<file path="config.mk">
export PLATFORM = sky130hd
export DESIGN_NAME = mpu_dmem_port_arbiter_flat
export DESIGN_NICKNAME = d
export VERILOG_FILES = /design/src/rtl/mpu_dmem_port_arbiter_if.sv /design/src/rtl/mpu_dmem_port_arbiter.sv /design/src/flat_wrapper.sv
export SDC_FILE = /design/constraint.sdc
export NUM_CORES = 1
export LEC_CHECK = 0
export ABC_AREA = 1
export CAP_MARGIN = 0
export CORE_MARGIN = 4
export CORE_UTILIZATION = 45
export DETAILED_ROUTE_END_ITERATION = 10
export PLACE_DENSITY = 0.77
export REMOVE_ABC_BUFFERS = 1
export SYNTH_ARGS = -nofsm -noshare
export SYNTH_HDL_FRONTEND = slang
export SYNTH_SLANG_ARGS = --single-unit
</file>
<file path="constraint.sdc">
create_clock -name clock -period 1.6 [get_ports clock]
set_input_delay 0.32 -clock clock [delete_from_list [all_inputs] [get_ports clock]]
set_output_delay 0.32 -clock clock [all_outputs]
set_load 0.005 [all_outputs]
</file>
<file path="src/rtl/mpu_dmem_port_arbiter_if.sv">
// Bundle between the per-channel data-service blocks and the data-memory port arbiter.
// The watchdog error line exists only when MPU_DMEM_ARB_WDT_EN is defined.
interface mpu_dmem_port_arbiter_if #(
    parameter int NUM_REQ = 4
);
    localparam int WIDTH_SEL = $clog2(NUM_REQ);

    logic [NUM_REQ-1:0]   I_Req;
    logic [NUM_REQ-1:0]   I_Dir;
    logic [NUM_REQ-1:0]   I_Rls;
    logic [NUM_REQ-1:0]   O_Grant;
    logic                 O_Mem_Busy;
    logic [WIDTH_SEL-1:0] O_Mem_Owner;
    logic                 O_Mem_Dir;
`ifdef MPU_DMEM_ARB_WDT_EN
    logic                 O_Wdt_Err;
`endif

    modport master (
        input  I_Req, I_Dir, I_Rls,
        output O_Grant, O_Mem_Busy, O_Mem_Owner, O_Mem_Dir
`ifdef MPU_DMEM_ARB_WDT_EN
        , output O_Wdt_Err
`endif
    );

    modport slave (
        output I_Req, I_Dir, I_Rls,
        input  O_Grant, O_Mem_Busy, O_Mem_Owner, O_Mem_Dir
`ifdef MPU_DMEM_ARB_WDT_EN
        , input O_Wdt_Err
`endif
    );
endinterface

</file>
<file path="src/rtl/mpu_dmem_port_arbiter.sv">
// Round-robin owner of the MPU data-memory port: grant pulse, hold until release, one turnaround cycle.
// Optional ownership watchdog is compiled in with MPU_DMEM_ARB_WDT_EN.
module mpu_dmem_port_arbiter #(
    parameter int NUM_REQ = 4
`ifdef MPU_DMEM_ARB_WDT_EN
    , parameter int WDT_LIMIT = 1024
`endif
) (
    input  logic clock,
    input  logic reset,
    mpu_dmem_port_arbiter_if.master bus
);
    localparam int WIDTH_SEL = $clog2(NUM_REQ);
    localparam logic [WIDTH_SEL-1:0] LAST_IDX     = WIDTH_SEL'(NUM_REQ - 1);
    localparam logic [WIDTH_SEL-1:0] IDX_ONE      = WIDTH_SEL'(1);
    localparam logic [WIDTH_SEL:0]   NUM_REQ_W    = (WIDTH_SEL + 1)'(NUM_REQ);
    localparam logic [NUM_REQ-1:0]   ONE_HOT_BASE = {{(NUM_REQ-1){1'b0}}, 1'b1};
`ifdef MPU_DMEM_ARB_WDT_EN
    localparam int CNT_W = $clog2(WDT_LIMIT + 1);
    localparam logic [CNT_W-1:0] CNT_LAST = CNT_W'(WDT_LIMIT - 1);
    localparam logic [CNT_W-1:0] CNT_ONE  = CNT_W'(1);
`endif

    typedef enum logic [1:0] {
        ST_IDLE  = 2'd0,
        ST_GRANT = 2'd1,
        ST_BUSY  = 2'd2,
        ST_TURN  = 2'd3
    } state_t;

    state_t               state_r, state_s;
    logic [WIDTH_SEL-1:0] owner_r, owner_s;
    logic [WIDTH_SEL-1:0] rr_ptr_r, rr_ptr_s;
    logic                 dir_r, dir_s;
    logic [NUM_REQ-1:0]   grant_r, grant_s;
    logic                 busy_r, busy_s;
    logic [WIDTH_SEL:0]   pick_s;
`ifdef MPU_DMEM_ARB_WDT_EN
    logic [CNT_W-1:0]     cnt_r, cnt_s;
    logic                 wdt_err_r, wdt_err_s;
`endif

    // MSB flags a hit; lower bits give the first requester at or after ptr, wrapping.
    // Scanning from the far end lets the nearest candidate overwrite the others.
    function automatic logic [WIDTH_SEL:0] rr_pick(input logic [NUM_REQ-1:0] req,
                                                   input logic [WIDTH_SEL-1:0] ptr);
        logic [WIDTH_SEL:0] idx;
        logic [WIDTH_SEL:0] res;
        res = '0;
        for (int i = NUM_REQ - 1; i >= 0; i--) begin
            idx = {1'b0, ptr} + i[WIDTH_SEL:0];
            if (idx >= NUM_REQ_W) begin
                idx = idx - NUM_REQ_W;
            end else begin
                idx = idx;
            end
            if (req[idx[WIDTH_SEL-1:0]]) begin
                res = {1'b1, idx[WIDTH_SEL-1:0]};
            end else begin
                res = res;
            end
        end
        return res;
    endfunction

    // Next-state and next-output logic; outputs are registered from these values.
    always_comb begin
        state_s  = state_r;
        owner_s  = owner_r;
        dir_s    = dir_r;
        rr_ptr_s = rr_ptr_r;
        grant_s  = '0;
        busy_s   = 1'b0;
        pick_s   = rr_pick(bus.I_Req, rr_ptr_r);
`ifdef MPU_DMEM_ARB_WDT_EN
        cnt_s     = cnt_r;
        wdt_err_s = 1'b0;
`endif
        case (state_r)
            ST_IDLE: begin
                if (pick_s[WIDTH_SEL]) begin
                    state_s = ST_GRANT;
                    owner_s = pick_s[WIDTH_SEL-1:0];
                    dir_s   = bus.I_Dir[pick_s[WIDTH_SEL-1:0]];
                    grant_s = ONE_HOT_BASE << pick_s[WIDTH_SEL-1:0];
                    busy_s  = 1'b1;
`ifdef MPU_DMEM_ARB_WDT_EN
                    cnt_s   = '0;
`endif
                end else begin
                    state_s = ST_IDLE;
                end
            end
            ST_GRANT: begin
                if (bus.I_Rls[owner_r]) begin
                    state_s = ST_TURN;
                end else begin
                    state_s = ST_BUSY;
                    busy_s  = 1'b1;
                end
            end
            ST_BUSY: begin
                // A release in the limit cycle wins over the watchdog.
                if (bus.I_Rls[owner_r]) begin
                    state_s = ST_TURN;
                end
`ifdef MPU_DMEM_ARB_WDT_EN
                else if (cnt_r == CNT_LAST) begin
                    state_s   = ST_TURN;
                    wdt_err_s = 1'b1;
                end
`endif
                else begin
                    state_s = ST_BUSY;
                    busy_s  = 1'b1;
`ifdef MPU_DMEM_ARB_WDT_EN
                    cnt_s   = cnt_r + CNT_ONE;
`endif
                end
            end
            ST_TURN: begin
                state_s  = ST_IDLE;
                rr_ptr_s = (owner_r == LAST_IDX) ? '0 : owner_r + IDX_ONE;
            end
            default: begin
                state_s = ST_IDLE;
            end
        endcase
    end

    // State and registered outputs; reset drops ownership without side effects.
    always_ff @(posedge clock) begin
        if (reset) begin
            state_r   <= ST_IDLE;
            owner_r   <= '0;
            dir_r     <= 1'b0;
            rr_ptr_r  <= '0;
            grant_r   <= '0;
            busy_r    <= 1'b0;
`ifdef MPU_DMEM_ARB_WDT_EN
            cnt_r     <= '0;
            wdt_err_r <= 1'b0;
`endif
        end else begin
            state_r   <= state_s;
            owner_r   <= owner_s;
            dir_r     <= dir_s;
            rr_ptr_r  <= rr_ptr_s;
            grant_r   <= grant_s;
            busy_r    <= busy_s;
`ifdef MPU_DMEM_ARB_WDT_EN
            cnt_r     <= cnt_s;
            wdt_err_r <= wdt_err_s;
`endif
        end
    end

    assign bus.O_Grant     = grant_r;
    assign bus.O_Mem_Busy  = busy_r;
    assign bus.O_Mem_Owner = owner_r;
    assign bus.O_Mem_Dir   = dir_r;
`ifdef MPU_DMEM_ARB_WDT_EN
    assign bus.O_Wdt_Err   = wdt_err_r;
`endif
endmodule

</file>
<file path="src/flat_wrapper.sv">
// flat-port wrapper written by rule: the top's interface ports become plain ports
module mpu_dmem_port_arbiter_flat 
#(
    parameter int NUM_REQ = 4

)
  (clock, reset, bus_I_Req, bus_I_Dir, bus_I_Rls, bus_O_Grant, bus_O_Mem_Busy, bus_O_Mem_Owner, bus_O_Mem_Dir);
  mpu_dmem_port_arbiter_if #(.NUM_REQ(NUM_REQ)) bus_i ();
  input  logic clock;
  input  logic reset;
  input wire logic [$bits(bus_i.I_Req)-1:0] bus_I_Req;
  input wire logic [$bits(bus_i.I_Dir)-1:0] bus_I_Dir;
  input wire logic [$bits(bus_i.I_Rls)-1:0] bus_I_Rls;
  output wire logic [$bits(bus_i.O_Grant)-1:0] bus_O_Grant;
  output wire logic [$bits(bus_i.O_Mem_Busy)-1:0] bus_O_Mem_Busy;
  output wire logic [$bits(bus_i.O_Mem_Owner)-1:0] bus_O_Mem_Owner;
  output wire logic [$bits(bus_i.O_Mem_Dir)-1:0] bus_O_Mem_Dir;
  assign bus_i.I_Req = bus_I_Req;
  assign bus_i.I_Dir = bus_I_Dir;
  assign bus_i.I_Rls = bus_I_Rls;
  assign bus_O_Grant = bus_i.O_Grant;
  assign bus_O_Mem_Busy = bus_i.O_Mem_Busy;
  assign bus_O_Mem_Owner = bus_i.O_Mem_Owner;
  assign bus_O_Mem_Dir = bus_i.O_Mem_Dir;
  mpu_dmem_port_arbiter #(.NUM_REQ(NUM_REQ)) u_core (.clock(clock), .reset(reset), .bus(bus_i));
endmodule
</file>
==> flow_summary.json <==
{
  "synth_commonest_cells": "nand2_1, inv_1, dfxtp_1, nand3_1, nor2_1",
  "ys_seq_area_frac": 0.333,
  "clkPwrFrac": 0.237,
  "postRouteAntennaNets": 0,
  "finalSetupViolations": 0,
  "p_seq_frac": 0.378,
  "pre_cts_ws_ns": -0.311,
  "status": "completed",
  "dr.first_iter.drc_count": 6,
  "cts_tree": "yes",
  "pwr_density_cell_mw_per_mm2": 900,
  "grt_pass1_wl_um": 2570,
  "cp-start-kind": "input pin",
  "die_h_um": 48.1,
  "grt.met2_usage": 0.269,
  "hold_class": "flop to flop",
  "cap_viol_max_count": 0,
  "worstPathMaxFanout": 3,
  "grt_pass1_vias": 663,
  "grt_antenna_before_repair": 0,
  "synth.most_common_cell": "nand2_1",
  "grt_util_met3": 0.0677,
  "synthTopCellsByArea": "dfxtp_1, nand2_1, ha_1",
  "fmax_mhz": 649,
  "crit_type": "input pin to flop",
  "combPwrFrac": 0.385,
  "switching_share": 0.317,
  "cts_max_level": 1,
  "nets": 156,
  "regArea_um2": 244,
  "drt-total-wl_um": 1720,
  "worstPathRequired_ns": 1.77,
  "gp_congestion": 0.783,
  "routedWlPerCell_um": 11.3,
  "p_sw_mw": 0.313,
  "multi_input_area_um2": 463,
  "drc": 0,
  "p_leak_nw": 0.520,
  "vdd_ir_drop_max_mv": 0.617,
  "ys_types": 20,
  "arrival_ns": 1.71,
  "period_minus_slack_ns": 1.54,
  "syn_inst": 105,
  "dieArea_mm2": 0.00231,
  "reg2reg_depth": 11,
  "hpwl_um": 1280,
  "grt.busiest_layer": "met2",
  "relSlewSlack": 0.829,
  "start_util": 0.479,
  "n_antenna_cell": 0,
  "holdPathStages": 2,
  "yosys.area.top_type": "dfxtp_1",
  "crit_end": "u_core.bus.O_Mem_Owner[1]$_SDFFE_PP0P_",
  "hold_buffers": 0,
  "num_vias": 752,
  "viasPerCell": 4.95,
  "synth_area_per_cell_um2": 6.88,
  "grt_util_met1": 0.187,
  "clk_pin_slew_ns": 0.08,
  "final_cells": 152,
  "skew_ns": 0.00680,
  "p_int_mw": 0.674,
  "fillCellCount": 111,
  "yosysTopAreaCellShare": 0.333,
  "yosys_warnings": 0,
  "first_pass_iters": 6,
  "io_buffer_count": 21,
  "finish.instance_area_mm2": 0.00110,
  "synth_seq_cells": 12,
  "worst_slew_pin_slew_ns": 0.254,
  "track_usage": 0.159,
  "worst-r2r-setup-slack_ns": 0.11,
  "cts.path.max_buffers": 2,
  "coreArea_mm2": 0.00151,
  "cts_buffers": 3,
  "end_kind": "flop",
  "overflow": 0,
  "synthFlopType": "dfxtp_1",
  "r2r_start": "u_core.rr_ptr_r[0]$_SDFFE_PP0N_",
  "synth_edf_count": 0,
  "pin_count": 22,
  "r2r_end": "u_core.bus.O_Mem_Dir$_SDFFE_PP0P_",
  "critPathLaunch": "bus_I_Req[3]",
  "num_rows": 14,
  "area_growth_pct": 52.0,
  "root_buffer": "clkbuf_4",
  "placed_area_um2": 998,
  "final-hold-violation-count": 0,
  "grt_start_max_net_pins": 13,
  "dp.cells": 147,
  "period_share": 0.963,
  "clock_sinks": 12,
  "synth_area_um2": 722,
  "die_x_um": 48.1,
  "setup_slack_ns": 0.0597,
  "slew_viol_final": 0,
  "drive_gt1_frac": 0.250,
  "synth-async-reset-ratio": 0,
  "clk-insertion-delay-late_ns": 0.27
}
[stage by stage]
stage	total power, mW	hold WS, ns	TNS [ns]	utilization
after floorplan	0.560	0.392	0	-
after global placement	0.706	0.523	-1.58	0.663
after detailed placement	0.715	0.516	-2.01	0.663
after CTS	0.955	0.533	0	0.687
after global routing	1.05	0.563	-0.296	0.728
final	0.987	0.531	0	0.728
[cell families after synthesis]
| kind of cell | share of synthesized area |
|---|---|
| and+or+nand+nor | 0.354 |
| buffers and inverters | 0.0936 |
| AOI/OAI and AO/OA | 0.121 |
| DFF | 0.333 |
| adders and majority gates | 0.0867 |
| xor gates and xnor gates | 0.0121 |
[repair_timing]
action	4_1_cts	5_1_grt
setup endpoints to repair	1	9
pin swaps	0	1
gates resized for setup	1	21
buffers inserted	0	1
[worst min path at each step]
stage / startpoint / end / slack (ns)
final: u_core.bus.O_Mem_Owner[1]$_SDFFE_PP0P_ / u_core.bus.O_Mem_Owner[1]$_SDFFE_PP0P_ / 0.53
after global routing: u_core.bus.O_Mem_Owner[1]$_SDFFE_PP0P_ / u_core.bus.O_Mem_Owner[1]$_SDFFE_PP0P_ / 0.56
after CTS: u_core.bus.O_Mem_Owner[1]$_SDFFE_PP0P_ / u_core.bus.O_Mem_Owner[1]$_SDFFE_PP0P_ / 0.53
after detailed placement: u_core.bus.O_Mem_Owner[1]$_SDFFE_PP0P_ / u_core.bus.O_Mem_Owner[1]$_SDFFE_PP0P_ / 0.52
after global placement: u_core.bus.O_Mem_Dir$_SDFFE_PP0P_ / u_core.bus.O_Mem_Dir$_SDFFE_PP0P_ / 0.52
after floorplan: reset / u_core.rr_ptr_r[1]$_SDFFE_PP0N_ / 0.39
[cell usage in the layout (no fill, tap or decap)]
master / instances
nand2_1: 25
clkdlybuf4s50_1: 21
inv_1: 11
dfxtp_1: 9
nor2_1: 8
nand3_1: 8
a21oi_1: 6
buf_4: 6
nand3_2: 5
nand2_2: 5
ha_1: 5
inv_2: 3
clkbuf_4: 3
dfxtp_2: 3
o21ai_2: 2
o21ai_1: 2
nand3_4: 1
xnor2_1: 1
nand2_4: 1
nand3b_1: 1
nor2_2: 1
o21ai_0: 1
o211a_1: 1
inv_4: 1
a32o_1: 1
a21oi_2: 1
nor3_1: 1
o31ai_1: 1
clkbuf_8: 1
buf_12: 1
[final cells by class]
cell class,instances,area share
timing repair buffer,28,0.251
tap,16,0.0182
sequential,12,0.222
multi-input combinational,77,0.422
inverter,15,0.0536
clock buffer,4,0.0331
[power groups by stage]
stage | combinational, mW | sequential, mW | clock [mW]
floorplan | 0.182 | 0.378 | 0
global placement | 0.331 | 0.375 | 0
detailed placement | 0.338 | 0.377 | 0
CTS | 0.341 | 0.371 | 0.243
global route | 0.423 | 0.378 | 0.254
finish | 0.380 | 0.373 | 0.234
[critical path: stages]
cell and delay, ns:
clkdlybuf4s50_1 0.45, inv_1 0.07, o21ai_2 0.14, nand2_1 0.11
nand2_1 0.10, inv_2 0.05, nand3b_1 0.12, nand2_2 0.10
buf_4 0.14, nand3_1 0.05, nand2_1 0.05
[per-layer routing]
metal / vias to the layer above / routed length (um) / share of wire
met4: 0 / 8 / 0.0047
met2: 20 / 855 / 0.50
met1: 323 / 766 / 0.45
met3: 4 / 90 / 0.052
met5: - / 0 / 0
li1: 405 / - / -
[sequential cells by signal (all words and copies together), names as in the netlist]
name                    cells
u_core.bus.O_Grant          4
u_core.rr_ptr_r             2
u_core.state_r              2
u_core.bus.O_Mem_Dir        1
u_core.bus.O_Mem_Busy       1
u_core.bus.O_Mem_Owner      2
Power figures use the tool's default switching activity.
